===== config.mk =====
export PLATFORM = sky130hd
export DESIGN_NAME = uart_bus_master
export DESIGN_NICKNAME = d
export VERILOG_FILES = /design/src/rtl/uart_bus_master.sv
export SDC_FILE = /design/constraint.sdc
export NUM_CORES = 1
export LEC_CHECK = 0
export CORE_ASPECT_RATIO = 1.75
export CORE_MARGIN = 5
export CORE_UTILIZATION = 42
export CTS_BUF_LIST = sky130_fd_sc_hd__clkbuf_16
export DETAILED_ROUTE_END_ITERATION = 7
export PLACE_DENSITY = 0.68
export SLEW_MARGIN = 20
export SYNTH_ARGS = -nofsm -noshare
export SYNTH_HDL_FRONTEND = slang
export SYNTH_SLANG_ARGS = --single-unit

===== constraint.sdc =====
create_clock -name clock -period 5.5 [get_ports clock]
set_input_delay 0.825 -clock clock [delete_from_list [all_inputs] [get_ports clock]]
set_output_delay 0.825 -clock clock [all_outputs]
set_load 0.05 [all_outputs]

===== src/rtl/uart_bus_master.sv =====
// UART command bridge: decodes 'W'/'R' byte frames from an RX FIFO into single-word
// picorv32-style native bus transfers and streams a short response back to a TX FIFO.
module uart_bus_master #(
    parameter int unsigned TIMEOUT_CYCLES = 1024
) (
    input  logic        clock,
    input  logic        reset,
    input  logic        rx_data_valid,
    output logic        rx_data_ready,
    input  logic [7:0]  rx_data_bits,
    output logic        tx_data_valid,
    input  logic        tx_data_ready,
    output logic [7:0]  tx_data_bits,
    output logic        mem_valid,
    output logic        mem_instr,
    input  logic        mem_ready,
    output logic [31:0] mem_addr,
    output logic [31:0] mem_wdata,
    output logic [3:0]  mem_wstrb,
    input  logic [31:0] mem_rdata,
    output logic [2:0]  dbg_state
);

    // Handshakes: a byte/word moves on a rising clock edge where valid and ready are
    // both high; a producer holds valid and its payload stable until that edge.

    typedef enum logic [2:0] {
        S_IDLE = 3'd0,
        S_ADDR = 3'd1,
        S_DATA = 3'd2,
        S_BUS  = 3'd3,
        S_RESP = 3'd4
    } state_t;

    localparam logic [7:0]  CMD_WRITE    = 8'h57;
    localparam logic [7:0]  CMD_READ     = 8'h52;
    localparam logic [7:0]  RSP_OK       = 8'h4B;
    localparam logic [7:0]  RSP_READ     = 8'h52;
    localparam logic [7:0]  RSP_TIMEOUT  = 8'h54;
    localparam logic [7:0]  RSP_BAD      = 8'h3F;
    localparam logic [15:0] TIMEOUT_LAST = 16'(TIMEOUT_CYCLES - 1);

    state_t      state, state_next;
    logic [1:0]  byte_cnt;
    logic        write_flag;
    logic [15:0] tcnt;
    logic [31:0] addr_q;
    logic [31:0] wdata_q;
    logic [39:0] resp_q;
    logic [2:0]  resp_left;

    logic rx_fire;
    logic tx_fire;
    logic bus_done;
    logic bus_timeout;
    logic is_cmd;

    assign rx_fire     = rx_data_valid && rx_data_ready;
    assign tx_fire     = tx_data_valid && tx_data_ready;
    assign bus_done    = mem_valid && mem_ready;
    // A completion in the same cycle as the last allowed wait wins over the timeout.
    assign bus_timeout = mem_valid && !mem_ready && (tcnt == TIMEOUT_LAST);
    assign is_cmd      = (rx_data_bits == CMD_WRITE) || (rx_data_bits == CMD_READ);

    assign tx_data_bits = resp_q[7:0];
    assign mem_wdata    = wdata_q;
    assign mem_addr     = {addr_q[31:2], 2'b00};
    assign mem_instr    = 1'b0;
    assign dbg_state    = state;

    always_comb begin
        state_next    = state;
        rx_data_ready = 1'b0;
        case (state)
            S_IDLE: begin
                rx_data_ready = !reset;
                if (rx_fire) state_next = is_cmd ? S_ADDR : S_RESP;
            end
            S_ADDR: begin
                rx_data_ready = !reset;
                if (rx_fire && byte_cnt == 2'd3) state_next = write_flag ? S_DATA : S_BUS;
            end
            S_DATA: begin
                rx_data_ready = !reset;
                if (rx_fire && byte_cnt == 2'd3) state_next = S_BUS;
            end
            S_BUS: begin
                if (bus_done || bus_timeout) state_next = S_RESP;
            end
            S_RESP: begin
                if (tx_fire && resp_left == 3'd1) state_next = S_IDLE;
            end
            default: state_next = S_IDLE;
        endcase
    end

    always_ff @(posedge clock) begin
        if (reset) begin
            state         <= S_IDLE;
            byte_cnt      <= 2'd0;
            write_flag    <= 1'b0;
            tcnt          <= 16'd0;
            addr_q        <= 32'd0;
            wdata_q       <= 32'd0;
            mem_valid     <= 1'b0;
            mem_wstrb     <= 4'd0;
            tx_data_valid <= 1'b0;
            resp_q        <= 40'd0;
            resp_left     <= 3'd0;
        end else begin
            state <= state_next;

            if (state_next != state) byte_cnt <= 2'd0;
            else if (rx_fire)        byte_cnt <= byte_cnt + 2'd1;

            if (state == S_IDLE && rx_fire) begin
                if (rx_data_bits == CMD_WRITE)     write_flag <= 1'b1;
                else if (rx_data_bits == CMD_READ) write_flag <= 1'b0;
            end

            // Operands arrive least significant byte first, so shift in from the top.
            if (state == S_ADDR && rx_fire) addr_q  <= {rx_data_bits, addr_q[31:8]};
            if (state == S_DATA && rx_fire) wdata_q <= {rx_data_bits, wdata_q[31:8]};

            if (state != S_BUS && state_next == S_BUS) begin
                mem_valid <= 1'b1;
                mem_wstrb <= write_flag ? 4'hF : 4'h0;
                tcnt      <= 16'd0;
            end else if (mem_valid) begin
                if (bus_done || bus_timeout) mem_valid <= 1'b0;
                else                         tcnt      <= tcnt + 16'd1;
            end

            if (state == S_IDLE && rx_fire && !is_cmd) begin
                resp_q        <= {32'd0, RSP_BAD};
                resp_left     <= 3'd1;
                tx_data_valid <= 1'b1;
            end else if (bus_done) begin
                resp_q        <= write_flag ? {32'd0, RSP_OK} : {mem_rdata, RSP_READ};
                resp_left     <= write_flag ? 3'd1 : 3'd5;
                tx_data_valid <= 1'b1;
            end else if (bus_timeout) begin
                resp_q        <= {32'd0, RSP_TIMEOUT};
                resp_left     <= 3'd1;
                tx_data_valid <= 1'b1;
            end else if (state == S_RESP && tx_fire) begin
                if (resp_left == 3'd1) begin
                    tx_data_valid <= 1'b0;
                    resp_left     <= 3'd0;
                end else begin
                    resp_q    <= {8'd0, resp_q[39:8]};
                    resp_left <= resp_left - 3'd1;
                end
            end
        end
    end

endmodule


==> results of run 1 <==
## final timing paths
path | startpoint | endpoint | cells after the start
setup / recovery | reset | resp_left[1] | 7
hold / removal | addr_q[9] | addr_q[9] | 2
hold reg to reg | addr_q[9] | addr_q[9] | 2
setup reg to reg | tcnt[0] | byte_cnt[0] | 6
## worst register-to-register path, cell delays in order (launching register included)
cell and delay, ns:
dfxtp_1 0.37, ha_1 0.19, or4b_4 0.50, o41ai_2 0.41, nand2_1 0.40, a311oi_1 0.44, nor3_1 0.11
## state kept, by name, summed over array words and instances, names as in the netlist
name           count
tx_data_valid      1
dbg_state          3
resp_left          3
mem_valid          1
addr_q            30
tcnt              16
write_flag         1
resp_q            40
mem_wstrb          1
mem_wdata         32
byte_cnt           2
## cell type report
| type | count | area, sq um | share of cell area [%] |
|---|---|---|---|
| multi-input combinational | 491 | 2810 | 37.4 |
| inverter | 6 | 22.5 | 0.300 |
| clock inverter | 15 | 166 | 2.21 |
| clock buffer | 17 | 425 | 5.66 |
| tap | 174 | 218 | 2.90 |
| timing repair buffer | 128 | 1270 | 16.8 |
| sequential | 130 | 2600 | 34.6 |
## cell families (layout without fill, tap and decap cells)
logic type / Yosys count / after routing / share of synthesized area [%]
AO/OA/AOI/OAI: 142 / 142 / 17.7
XOR/XNOR: 17 / 17 / 2.59
adder cells (fa/ha/maj): 4 / 4 / 0.871
buffers and inverters: 67 / 166 / 6.03
flip-flops: 130 / 130 / 45.3
multiplexers: 5 / 5 / 0.915
other: 1 / 3 / 0.0653
AND/OR/NAND/NOR: 320 / 320 / 26.5
## power groups by stage
stage	Combinational, mW	Clock (mW)	Sequential [mW]
3_5_place_dp	0.133	0	0.978
3_3_place_gp	0.131	0	0.978
6_report	0.134	1.12	0.958
2_1_floorplan	0.0816	0	0.978
5_1_grt	0.142	1.19	0.958
4_1_cts	0.134	1.14	0.957
## cell usage after synthesis, drive strengths merged (2+ instances only)
cell type / number
a22oi: 9
nor2b: 2
o21ai: 14
or2: 3
nand4: 3
and2: 5
a2111oi: 2
mux2: 2
mux2i: 3
nand2b: 4
or4: 2
nor4: 4
a31oi: 5
nand4b: 2
nand2: 149
clkbuf: 32
a211oi: 3
a311oi: 3
inv: 6
nor2: 90
a21oi: 72
nor3b: 2
a41oi: 2
ha: 4
and3: 2
o22a: 2
nor3: 33
o41ai: 2
nand3: 9
xnor2: 16
dfxtp: 130
a2bb2oi: 21
buf: 29
nor4b: 3
## metal layers
| layer | wire length (microns) | part of all wire, % |
|---|---|---|
| met1 | 5630 | 39 |
| met2 | 7620 | 53 |
| met3 | 736 | 5.2 |
| met4 | 296 | 2.1 |
| met5 | 0 | 0 |
## metrics by stage
| stage | power (mW) | cell area (sq um) | setup WS (ns) | hold WS, ns | util [%] |
|---|---|---|---|---|---|
| finish | 2.21 | 7510 | 2.19 | 0.451 | 55.9 |
| CTS | 2.23 | 7510 | 2.21 | 0.455 | 55.8 |
| floorplan | 1.06 | 5750 | 2.61 | 0.454 | - |
| global placement | 1.11 | 6920 | 1.91 | 0.444 | 51.4 |
| global route | 2.29 | 7510 | 1.97 | 0.481 | 55.9 |
| detailed placement | 1.11 | 6920 | 1.77 | 0.447 | 51.4 |
## placed cells by master, fill, tap and decap left out, types with 8 or more instances in the layout
master,n
nand3_1,8
a22oi_1,9
xnor2_1,16
a2bb2oi_2,15
a21oi_1,72
o21ai_0,11
nor2_1,88
nor3_2,22
dfxtp_1,130
clkdlybuf4s50_1,123
clkbuf_16,17
nand2_1,149
nor3_1,11
==> run_results.csv, run 1 <==
group,metric,value,unit
critical_path,worst_ep_arrival_time,3.59,ns
clock_tree,cts_root_buffer,"clkbuf_16",
placement,hpwlAfterDp,10.1,mm
global_routing,grt_use_met2,32.3,%
layout,fillCellCount,1237,
synth,ys_seq_elements,130,
power,power.share.clock,50.7,%
layout,drive_gt1_share,11.3,%
power,seq_power_share,43.3,%
route,via_count,5005,
clock_tree,cts.path.max_buffers,2,
clock_tree,clock_slew_at_the_register_clock_pins_of_the_worst_setup_and_hold_paths,0.06,ns
power,vdd_drop_max,0.236,mV
global_routing,antenna_found_initial,0,
clock_tree,post-cts-setup-buffer-count,0,
synth,synth-main-ff-cell,"dfxtp_1",
critical_path,timing.setup.critical_path_class,"input port to flop",
power,power.internal,1.68,mW
global_routing,grt_overflow_total,0,
route,drt-initial-drc-count,154,
layout,areaGrowthSynthToFinish,30.8,%
synth,part_of_the_yosys_area_used_for_sequential_elements,45.3,%
clock_tree,cts_hold_buf,0,
synth,post_synth_instance_area,0.00574,sq mm
clock_tree,cts-resized-gates,0,
power,power_leakage,2.60,nW
placement,port_buffers,124,
worst_hold_path,min-delay-path-class,"flop to flop",
synth,ys_async_sr_fraction,0,%
synth,synth_top_cell_by_area,"dfxtp_1",
clock_tree,numCtsBuffers,17,
die,die_width,98.4,microns
power,switching_power,0.529,mW
die,core,0.0135,sq mm
critical_path,crit_path_cell_trace,"buf_2 > buf_4 > nor3b_2 > and2_1 > nand2b_1 > nand2b_2 > a2111oi_0",
timing,maxSlewHeadroom,32.4,%
timing,drv_slew,0,
power,comb_power_share,6.0,%
synth,synth_warnings,0,
flow_run,drv_cap,0,
timing,grt_setup_unrepaired,"no",
power,switching_share,23.9,%
critical_path,critical-path-max-stage-delay,0.59,ns
clock_tree,cts-htree-levels,4,
die,die_area,0.0162,sq mm
global_routing,gr-max-usage-layer,"met2",
critical_path,worst-path-buf-inv,2,
placement,gp_congestion,0.865,
synth,syn-mean-instance-area,8.37,sq um
placement,post-place-cells,929,
timing,hold_violation_total_from_the_final_report,0,
die,design.portCount,128,
synth,synthesis.instances,686,
route,routed_wire_length_per_instance,14.9,microns
critical_path,r2r_slack,2.96,ns
layout,antenna-diode-count,0,
global_routing,grt_first_pass_wirelength,23.4,mm
global_routing,grt_util_all_layers,17.6,%
critical_path,worst_setup_end_kind,"flop",
global_routing,grtUsageMet3,4.78,%
synth,yosys.cell_types.count,60,
timing,max_freq,0.302,GHz
clock_tree,cts_tree,"yes",
route,drtPass1Iterations,5,
clock_tree,insertion_delay,0.41,ns
synth,yosys.area.top_type_share,45.3,%
route,detail_route.drc_violations,0,
critical_path,slowest_stage_cell_crit_path,"nand2b_2",
global_routing,globalRouteMet1Util,19.1,%
synth,ys_top_cells_by_area,"dfxtp_1, nand2_1, a21oi_1, nor2_1, a2bb2oi_2",
timing,final_setup_vio_count,0,
route,via_per_inst,5.21,
timing,final.min_clock_period,3.31,ns
clock_tree,clock_sinks,130,
critical_path,critical_path_peak_fanout,52,
timing,fin_crit_sh,60.2,%
timing,worstMarginPinSlew,1.01,ns
global_routing,grt_start_max_net_pins,53,
route,final_antenna_net_count,0,
die,core.rowCount,56,
timing,finalClockSkew,0.00873,ns
critical_path,worst_ep_required_time,5.78,ns
synth,number_of_enable_type_register_cells_in_the_synthesized_netlist,0,
power,power.density_cell_area,294,mW/mm^2
outcome,outcome,"finished clean",
timing,sum_of_negative_setup_slack,0,ns
die,floorplan.initialDensity,42.7,%
route,finalWirelength,14.3,mm
global_routing,vias_in_the_first_global_route,4996,
layout,layout.nets,823,
die,die_height,165,microns
critical_path,critPathLaunchType,"input port",
critical_path,worst_path_dominant_cell_family,"simple AND/OR/NAND/NOR gates",
layout,layout.cells.non_filler,961,
(Power assumes the default switching activity.)
==> run 2: changes to the inputs <==
PLACE_DENSITY = 0.71   (was 0.68)
clock period = 2.8 ns   (was 5.5 ns; I/O delays follow)
==> run 2 against run 1 <==
  * Sequential power is 96% higher
  * Cell area increased by 2.5%
  * Core utilization up 1.4 points
  * Worst setup slack worse by 1.7 ns
  * Sequential cell count stayed put
  * Register-to-register slack got worse by 2.5 ns
  * Critical path depth is the same
  * Global-route usage is 0.46 points higher
  * Clock power is 100% higher
==> run_results.csv, run 2 (synthesis gave the netlist of run 1 again) <==
group,metric,value,unit
clock_tree,cts.path.max_buffers,2,
timing,grt_setup_unrepaired,"no",
critical_path,worst_setup_end_kind,"flop",
clock_tree,cts_tree,"yes",
route,dr.max_layer_used,"met4",
critical_path,worst_ep_arrival_time,2.61,ns
global_routing,grt_overflow_total,0,
clock_tree,cts-resized-gates,0,
layout,drive_gt1_share,13.3,%
critical_path,crit_path_cell_trace,"ha_1 > or4b_4 > o41a_4 > nor2_8 > buf_12 > a2bb2oi_1 > nor3_2",
critical_path,critical-path-max-stage-delay,0.50,ns
worst_hold_path,min-delay-path-class,"flop to flop",
outcome,outcome,"finished clean",
die,core,0.0135,sq mm
die,core.rowCount,56,
critical_path,timing.setup.critical_path_class,"flop to flop",
timing,finalHoldWorstSlack,0.451,ns
route,detail_route.drc_violations,0,
layout,layout.nets,843,
die,die_width,98.4,microns
placement,gp_congestion,0.823,
clock_tree,cts_hold_buf,0,
timing,fin_crit_sh,82.6,%
route,routed_wire_length_per_instance,14.9,microns
critical_path,slowest_stage_cell_crit_path,"or4b_4",
clock_tree,numCtsBuffers,17,
placement,port_buffers,124,
route,via_count,5124,
layout,areaGrowthSynthToFinish,34.0,%
route,drt-initial-drc-count,224,
clock_tree,cts-htree-levels,4,
flow_run,drv_cap,0,
global_routing,grt_start_max_net_pins,33,
power,power.density_cell_area,578,mW/mm^2
layout,layout_commonest_cell,"nand2_1",
timing,sum_of_negative_setup_slack,0,ns
power,power_leakage,2.72,nW
clock_tree,insertion_delay,0.41,ns
timing,worstMarginPinSlew,0.821,ns
global_routing,vias_in_the_first_global_route,5083,
route,drtPass1Iterations,5,
route,dr_wl_met3,791,microns
power,vdd_drop_max,0.383,mV
critical_path,critPathLaunchType,"flop",
clock_tree,post-cts-setup-buffer-count,0,
die,design.portCount,128,
layout,mostFrequentLayoutCells,"nand2_1, dfxtp_1, clkdlybuf4s50_1, nor2_1, a21oi_1",
layout,largest_register_ffs,40,
global_routing,grt_first_pass_wirelength,24.0,mm
timing,max_freq,0.432,GHz
global_routing,grt_util_all_layers,18.0,%
die,floorplan.initialDensity,42.7,%
layout,antenna-diode-count,0,
critical_path,worst_ep_required_time,3.09,ns
placement,hpwlAfterDp,10.7,mm
route,via_per_inst,5.23,
route,finalWirelength,14.6,mm
clock_tree,clock_sinks,130,
layout,registers.top_by_ff_count,"resp_q",
route,met2_wirelength,7.95,mm
timing,maxSlewHeadroom,45.3,%
route,final_antenna_net_count,0,
placement,placedInstanceArea,0.00709,sq mm
timing,finalClockSkew,0.0103,ns
timing,drv_slew,0,
die,die_area,0.0162,sq mm
critical_path,critical_path_peak_fanout,16,
timing,final_setup_vio_count,0,
route,route.layer.met1.wl,5.54,mm
die,die_height,165,microns
layout,fillCellCount,1239,
clock_tree,cts_root_buffer,"clkbuf_16",
global_routing,antenna_found_initial,0,
timing,final.min_clock_period,2.31,ns
layout,finalInstanceArea,0.00770,sq mm
clock_tree,clock_slew_at_the_register_clock_pins_of_the_worst_setup_and_hold_paths,0.06,ns
timing,hold_violation_total_from_the_final_report,0,
-- run 2: final cells by class --
class                      count  area [sq um]  area share, %
multi-input combinational    491          2810           36.5
sequential                   130          2600           33.8
timing repair buffer         148          1440           18.7
clock buffer                  17           425           5.52
tap                          174           218           2.83
clock inverter                13           185           2.40
inverter                       6          22.5          0.292
-- run 2: final timing paths --
kind             start         end  slack (ns)  cells after the start
min reg2reg  addr_q[7]   addr_q[7]        0.45                      2
max            tcnt[0]  resp_q[18]        0.49                      7
max reg2reg    tcnt[0]  resp_q[18]        0.49                      7
min          addr_q[7]   addr_q[7]        0.45                      2
-- run 2: critical path, delay by kind of cell (launching register included) --
kind / cells / cell delay (ns)
simple gates: 3 / 0.74
compound gates: 2 / 0.70
flops: 1 / 0.37
fa+ha+maj: 1 / 0.20
buf+inv: 1 / 0.18
-- run 2: routing by layer --
layer	track usage, %	vias to the layer above
met5	0	-
met4	7.64	0
met3	4.02	29
met2	33.8	168
met1	19.2	2386
li1	-	2541
-- run 2: through the flow --
| stage | power [mW] | setup slack [ns] | cells | utilization [%] |
|---|---|---|---|---|
| after floorplan | 2.08 | 0.417 | 688 | - |
| after global placement | 2.19 | 0.163 | 949 | 52.7 |
| after detailed placement | 2.20 | 0.140 | 949 | 52.7 |
| after CTS | 4.50 | 0.476 | 979 | 57.2 |
| after global routing | 4.60 | 0.337 | 979 | 57.2 |
| final | 4.45 | 0.486 | 979 | 57.2 |
-- run 2: power by group --
group / total (mW) / leakage [nW] / internal (mW) / switching [mW]
registers: 1.88 / 1.05 / 1.87 / 0.0141
logic: 0.277 / 1.38 / 0.119 / 0.158
clock network: 2.29 / 0.295 / 1.48 / 0.811
total: 4.45 / 2.72 / 3.47 / 0.984
